File: src/rtl/lb_master.sv
// lb_master: localbus initiator driving one four-phase cs_n/ack_n transfer at a time.
// Define LB_MASTER_STATS_EN to add read/write/timeout completion counters.
module lb_master #(
    parameter int ADDR_W      = 32,
    parameter int DATA_W      = 32,
    parameter int TIMEOUT_CYC = 255
) (
    input  logic              clk,
    input  logic              rst,
    input  logic              req_valid,
    output logic              req_ready,
    input  logic              req_cmd,
    input  logic [ADDR_W-1:0] req_addr,
    input  logic [DATA_W-1:0] req_wdata,
    output logic              rsp_valid,
    output logic [DATA_W-1:0] rsp_rdata,
    output logic              rsp_timeout,
    output logic              ctrl_valid,
    output logic              ctrl_cs_n,
    output logic              ctrl_cmd,
    output logic [ADDR_W-1:0] ctrl_addr,
    output logic [DATA_W-1:0] ctrl_dataout,
    input  logic              ctrl_ack_n,
    input  logic [DATA_W-1:0] ctrl_datain
`ifdef LB_MASTER_STATS_EN
    ,
    output logic [31:0]       stat_rd_cnt,
    output logic [31:0]       stat_wr_cnt,
    output logic [31:0]       stat_to_cnt
`endif
);

    localparam int CNT_W = $clog2(TIMEOUT_CYC + 1);
    localparam logic [CNT_W-1:0] CNT_LAST = CNT_W'(TIMEOUT_CYC - 1);

    typedef enum logic [1:0] {
        ST_IDLE,
        ST_ASSERT,
        ST_RELEASE
    } state_t;

    state_t            r_state;
    logic [CNT_W-1:0]  r_cnt;
    logic              r_req_ready;
    logic              r_rsp_valid;
    logic [DATA_W-1:0] r_rsp_rdata;
    logic              r_rsp_timeout;
    logic              r_ctrl_valid;
    logic              r_cs_n;
    logic              r_cmd;
    logic [ADDR_W-1:0] r_addr;
    logic [DATA_W-1:0] r_dout;

    logic w_accept;
    logic w_ack_done;
    logic w_to_done;
    logic w_cnt_last;

    assign w_cnt_last = (r_cnt == CNT_LAST);
    assign w_accept   = (r_state == ST_IDLE) && req_valid && r_req_ready;
    assign w_ack_done = (r_state == ST_ASSERT) && !ctrl_ack_n;
    assign w_to_done  = (r_state == ST_ASSERT) && ctrl_ack_n && w_cnt_last;

    always_ff @(posedge clk or posedge rst) begin
        if (rst) begin
            r_state       <= ST_IDLE;
            r_cnt         <= '0;
            r_req_ready   <= 1'b1;
            r_rsp_valid   <= 1'b0;
            r_rsp_rdata   <= '0;
            r_rsp_timeout <= 1'b0;
            r_ctrl_valid  <= 1'b0;
            r_cs_n        <= 1'b1;
            r_cmd         <= 1'b0;
            r_addr        <= '0;
            r_dout        <= '0;
        end else begin
            r_ctrl_valid <= 1'b0;
            r_rsp_valid  <= 1'b0;
            unique case (r_state)
                ST_IDLE: begin
                    if (w_accept) begin
                        r_cmd        <= req_cmd;
                        r_addr       <= req_addr;
                        r_dout       <= req_cmd ? '0 : req_wdata;
                        r_cs_n       <= 1'b0;
                        r_ctrl_valid <= 1'b1;
                        r_req_ready  <= 1'b0;
                        r_cnt        <= '0;
                        r_state      <= ST_ASSERT;
                    end
                end
                ST_ASSERT: begin
                    if (w_ack_done) begin
                        r_rsp_valid   <= 1'b1;
                        r_rsp_timeout <= 1'b0;
                        r_rsp_rdata   <= r_cmd ? ctrl_datain : '0;
                        r_cs_n        <= 1'b1;
                        r_cnt         <= '0;
                        r_state       <= ST_RELEASE;
                    end else if (w_to_done) begin
                        r_rsp_valid   <= 1'b1;
                        r_rsp_timeout <= 1'b1;
                        r_rsp_rdata   <= '1;
                        r_cs_n        <= 1'b1;
                        r_cnt         <= '0;
                        r_state       <= ST_RELEASE;
                    end else if (r_cnt != '1) begin
                        r_cnt <= r_cnt + 1'b1;
                    end
                end
                ST_RELEASE: begin
                    // a stuck ack_n must not wedge the bus; give up silently
                    if (ctrl_ack_n || w_cnt_last) begin
                        r_req_ready <= 1'b1;
                        r_cnt       <= '0;
                        r_state     <= ST_IDLE;
                    end else if (r_cnt != '1) begin
                        r_cnt <= r_cnt + 1'b1;
                    end
                end
                default: begin
                    r_state <= ST_IDLE;
                end
            endcase
        end
    end

    assign req_ready    = r_req_ready;
    assign rsp_valid    = r_rsp_valid;
    assign rsp_rdata    = r_rsp_rdata;
    assign rsp_timeout  = r_rsp_timeout;
    assign ctrl_valid   = r_ctrl_valid;
    assign ctrl_cs_n    = r_cs_n;
    assign ctrl_cmd     = r_cmd;
    assign ctrl_addr    = r_addr;
    assign ctrl_dataout = r_dout;

`ifdef LB_MASTER_STATS_EN
    logic [31:0] r_rd_cnt;
    logic [31:0] r_wr_cnt;
    logic [31:0] r_to_cnt;

    always_ff @(posedge clk or posedge rst) begin
        if (rst) begin
            r_rd_cnt <= '0;
            r_wr_cnt <= '0;
            r_to_cnt <= '0;
        end else begin
            if (w_ack_done && r_cmd) begin
                r_rd_cnt <= r_rd_cnt + 32'd1;
            end
            if (w_ack_done && !r_cmd) begin
                r_wr_cnt <= r_wr_cnt + 32'd1;
            end
            if (w_to_done) begin
                r_to_cnt <= r_to_cnt + 32'd1;
            end
        end
    end

    assign stat_rd_cnt = r_rd_cnt;
    assign stat_wr_cnt = r_wr_cnt;
    assign stat_to_cnt = r_to_cnt;
`endif

endmodule
File: config.mk
export PLATFORM = sky130hd
export DESIGN_NAME = lb_master
export DESIGN_NICKNAME = d
export VERILOG_FILES = /design/src/rtl/lb_master.sv
export SDC_FILE = /design/constraint.sdc
export NUM_CORES = 1
export LEC_CHECK = 0
export BUFFER_PORTS_ARGS = -buffer_cell sky130_fd_sc_hd__buf_2
export CORE_MARGIN = 4
export CORE_UTILIZATION = 39
export DETAILED_ROUTE_END_ITERATION = 10
export GPL_ROUTABILITY_DRIVEN = 0
export GPL_TIMING_DRIVEN = 1
export PLACE_DENSITY = 0.77
export SYNTH_ARGS = -nofsm -noshare
export SYNTH_HDL_FRONTEND = slang
export SYNTH_SLANG_ARGS = --single-unit
File: constraint.sdc
create_clock -name clk -period 4.7 [get_ports clk]
set_input_delay 0.705 -clock clk [delete_from_list [all_inputs] [get_ports clk]]
set_output_delay 0.705 -clock clk [all_outputs]
set_load 0.05 [all_outputs]
# Word-level counts from Yosys, hierarchy flattened
# Index checks and enable logic that the tools add are counted.
dict set report word_totals {
  regBits 112
  inputBits 101
  output_inout_bits 102
  wordCells 64
}
dict set report classes {
  add_sub_neg 1
  n_eq_ne 7
  mux 27
  n_reduce_logical 18
}
# cell count
set ops {}
lappend ops {{32-bit two-way mux} 4}
lappend ops {{8-bit two-way mux} 5}
lappend ops {{8-bit case mux with 3 select lines} 1}
lappend ops {{1-bit two-way mux} 10}
lappend ops {{3-bit AND reduction} 3}
lappend ops {{8-bit by 1-bit adder with 8-bit output (second input constant)} 1}
lappend ops {{8-bit equality test (second input constant)} 1}
lappend ops {{2-bit two-way mux} 4}
lappend ops {{8-bit != test (second input constant)} 1}
lappend ops {{2-bit case mux with 3 select lines} 1}
lappend ops {{2-bit AND reduction} 3}
lappend ops {{2-bit nonzero test} 3}
lappend ops {{1-bit logical AND} 5}
lappend ops {{2-bit != test (second input constant)} 2}
lappend ops {{1-bit case mux with 2 select lines} 2}
lappend ops {{3-bit != test (second input constant)} 1}
lappend ops {{3-bit nonzero test} 1}
lappend ops {{2-bit by 1-bit equality test with 1-bit output (second input constant)} 1}
lappend ops {{2-bit equality test (second input constant)} 1}
lappend ops {{2-bit zero test} 1}
lappend ops {{1-bit zero test} 1}
lappend ops {{1-bit logical OR} 1}

# Depth between registers and ports, before layout
dict set report depth {
  depth_word 6
  depth_mapped 8
  ltp_nobuf 6
}

# Least setup slack after synthesis
# No wires, ideal clock.
dict set report synth_path {
  kind {register to register}
  startpoint {reg r_req_ready, in the netlist req_ready}
  endpoint {reg r_addr[10], in the netlist ctrl_addr[10]}
  setup_time_ps 125
  t_arrival_ps 1595
  required_time_ps 4575
  path_slack_ps 2981
  path_stages_with_launch 6
  path_buffers 2
  synth_period_minus_slack_ps 1719
  cell_sequence {dfstp_2 > nand3_1 > buf_2 > inv_2 > buf_4 > mux2_2}
}
dict set report synth_via {
  elab_chain_len 2
}
# item line_no
set synth_rtl {}
lappend synth_rtl {{start, declared} 44} ;# logic r_req_ready;
lappend synth_rtl {{start signal, assigned} 68} ;# r_req_ready <= 1'b1;
lappend synth_rtl {{start signal, assigned} 88} ;# r_req_ready <= 1'b0;
lappend synth_rtl {{start signal, assigned} 115} ;# r_req_ready <= 1'b1;
lappend synth_rtl {{1-bit logical AND} 60} ;# assign w_accept = (r_state == ST_IDLE) && req_valid && r_req_ready;
lappend synth_rtl {{2-bit AND reduction (no line)} --}
lappend synth_rtl {{end signal, assigned} 84} ;# r_addr <= req_addr;
lappend synth_rtl {{end, declared} 51} ;# logic [ADDR_W-1:0] r_addr;
# No other way between the ends.
# A chain may end at the register's enable or synchronous reset.

# Final worst setup path
dict set report layout_path {
  startpoint {reg r_cmd, in the netlist ctrl_cmd}
  endpoint {out ctrl_cmd}
}
# item line_no
set layout_rtl {}
lappend layout_rtl {{start, declared} 50} ;# logic r_cmd;
lappend layout_rtl {{start signal, assigned} 83} ;# r_cmd <= req_cmd;
lappend layout_rtl {{end, declared} 20} ;# output logic ctrl_cmd,
# No word-level cell between the ends.

==> flow_metrics.tcl <==
set metrics [dict create \
    drc 0 \
    num_vias 3745 \
    post-dp-hpwl_um 8830 \
    p_sw_uw 2740 \
    fin_crit_ns 2.50 \
    grt-ovfl-total 0 \
    slew_viol_final 0 \
    ctsHoldBuffers 0 \
    htree_levels 3 \
    grt.total_usage 0.164 \
    multiInputGateArea_sq_mm 0.00191 \
    utilization 0.518 \
    peakVddDrop_v 0.000450 \
    ctsResizeCount 0 \
    synth_edf_count 0 \
    grt_pass1_wl_um 19100 \
    ant_nets 0 \
    path_clk_slew_ns 0.07 \
    clk_root_buffer_cell "clkbuf_16" \
    die_w_um 120 \
    yosysSeqAreaShare 0.571 \
    start_util 0.404 \
    syn_inst 405 \
    cts_tree "yes" \
    p_clk_frac 0.143 \
    swShare 0.509 \
    synth.largest_area_cell "dfrtp_1" \
    slowest_stage "dfrtp_1" \
    wl_um 11900 \
    critPathTopFamily "flip-flops" \
    worst_path_largest_cell_delay_ns 1.03 \
    io_pins 203 \
    cts_buffers 9 \
    n_antenna_cell 0 \
    cts_setup_buffers 0 \
    worstPathCellList "buf_2" \
    finClkSkew_ns 0.00388 \
    start_kind "register" \
    cts.sinks 112 \
    std_cell_rows 40 \
    detail_route.vias_per_cell 4.88 \
    worstPathMaxFanout 34 \
    wl_per_cell_um 15.5 \
    fillers 1116 \
    critPathRequiredTime_ns 3.99 \
    syn-num-nets 514 \
    seqCellArea_sq_mm 0.00281 \
    ys_types 34 \
    ys_warn_count 0 \
    fin_crit_sh 0.531 \
    critical_path_class "register to output port" \
    synthesis.area_sq_mm 0.00491 \
    port_buffers 202 \
    crit_buf_inv 1 \
    ys_ff_latch 112 \
    final_layout_size_suffix_gt1_frac 0.490 \
    critical_path_arrival_ns 1.79 \
    final.setup.tns_ns 0 \
    worstMarginPinSlew_ns 1.16 \
    drt_first_pass_iters 4 \
    grt_max_degree 65 \
    seqPwrFrac 0.315 \
    pwr-share-comb 0.542 \
    grt_pass1_vias 3874 \
    grt_antenna_before_repair 0 \
    maxSlewHeadroom 0.228 \
    power_density_mw_per_mm2 856 \
    die_h_um 120 \
    core_area_sq_mm 0.0122 \
    hold_viol 0 \
    finalNetCount 704 \
    p_leak_uw 0.00310 \
    drtIter0Drc 238 \
    synthTopCellsByArea "dfrtp_1 (56%), a2bb2oi_2 (8.9%), mux2_2 (8.0%), nand2_1 (5.3%), nand2b_1 (4.1%)" \
    outcome "complete, no violations" \
    drv_cap 0 \
    area_growth_pct 28.3 \
    clock_latency_ns 0.35 \
    setup_viol 0 \
    rsz0062_at_grt "false" \
    synth.avg_cell_area_sq_um 12.1 \
    synth_top_area_share 0.561 \
    ys_dominant_reg_cell "dfrtp_1" \
    clock_path_buffers 2 \
    async_flop_share 1.00 \
    die-area_sq_mm 0.0145 \
    internal_power_uw 2640 \
    critPathCaptureType "output port" \
    hold_class "register to register" \
    clock.fmax_mhz 401 \
]
-- final cells by class --
type / instances / share of cell area
Inverter: 10 / 0.00636
Tap cell: 168 / 0.0334
Timing Repair Buffer: 205 / 0.164
Clock inverter: 5 / 0.00894
Clock buffer: 11 / 0.0385
Sequential cell: 112 / 0.445
Multi-Input combinational cell: 257 / 0.303
-- sequential cells by signal (all words and copies together) (netlist names), 2 cells and up --
name,flops
rsp_rdata,32
r_cnt,8
r_state,2
ctrl_addr,32
ctrl_dataout,32
-- per-layer routing --
metal | vias to the layer above | part of all wire | track usage
li1 | 1776 | - | -
met1 | 1818 | 0.39 | 0.193
met2 | 128 | 0.52 | 0.294
met3 | 23 | 0.062 | 0.0332
met4 | 0 | 0.025 | 0.0687
met5 | - | 0 | 0
-- power groups by stage --
stage                     clock network, uW  logic, uW  registers [uW]
after floorplan                           0        867            3130
after global placement                    0       2890            1690
after detailed placement                  0       2950            1730
after CTS                               791       2950            1710
after global routing                    831       3070            1760
final                                   769       2920            1700
-- through the flow --
step	total power (uW)	setup WS [ns]	hold slack, ns	std cells	cell area (sq um)
4_1_cts	5450	2.17	0.480	768	6300
2_1_floorplan	4000	1.04	0.514	405	4910
5_1_grt	5670	2.08	0.518	768	6300
3_5_place_dp	4670	2.51	0.465	752	6000
3_3_place_gp	4590	2.59	0.460	752	6000
6_report	5390	2.20	0.473	768	6300
-- cells in the mapped netlist (2+ instances only) --
cell type / number
dfstp_2: 2
buf_2: 5
nand2b_1: 32
mux2i_1: 3
ha_1: 8
a21oi_1: 12
buf_1: 3
nand2_1: 69
o31ai_1: 4
a2bb2oi_1: 4
a41oi_1: 2
buf_12: 3
clkbuf_1: 11
nand3_1: 5
a2bb2oi_2: 29
dfrtp_1: 110
buf_4: 3
mux2_2: 35
inv_1: 9
nor2_1: 4
and3_1: 2
o22ai_1: 2
o21ai_0: 37
-- kinds of logic after synthesis --
group | after synthesis | synth area share
AND/OR/NAND/NOR | 117 | 0.113
multiplexers | 38 | 0.0864
buffers and inverters | 36 | 0.0425
AO/OA/AOI/OAI | 94 | 0.167
adder cells (fa/ha/maj) | 8 | 0.0204
flip-flops | 112 | 0.571
-- worst paths after layout --
| kind | endpoint | from | slack, ns | cells after the start |
|---|---|---|---|---|
| max reg2reg | rsp_rdata[31] | r_state[1] | 2.57 | 4 |
| min reg2reg | ctrl_dataout[14] | ctrl_dataout[14] | 0.47 | 2 |
| min in group asynchronous | r_state[0] | rst | 0.52 | 3 |
| max in group asynchronous | ctrl_addr[12] | rst | 3.57 | 3 |
| max | ctrl_cmd | ctrl_cmd | 2.20 | 1 |
| min | ctrl_dataout[14] | ctrl_dataout[14] | 0.47 | 2 |
-- layout by cell type, fill, tap and decap left out, types with 3 or more instances in the layout --
master,n
nor2_1,4
inv_1,8
nand2b_1,32
ha_1,8
o31ai_1,4
nand3_1,4
mux2_2,35
buf_4,3
buf_2,202
a21oi_1,12
dfrtp_1,110
a2bb2oi_2,29
a2bb2oi_1,4
mux2i_1,3
o21ai_0,37
clkbuf_16,9
nand2_1,69
Power figures use the tool's default switching activity.
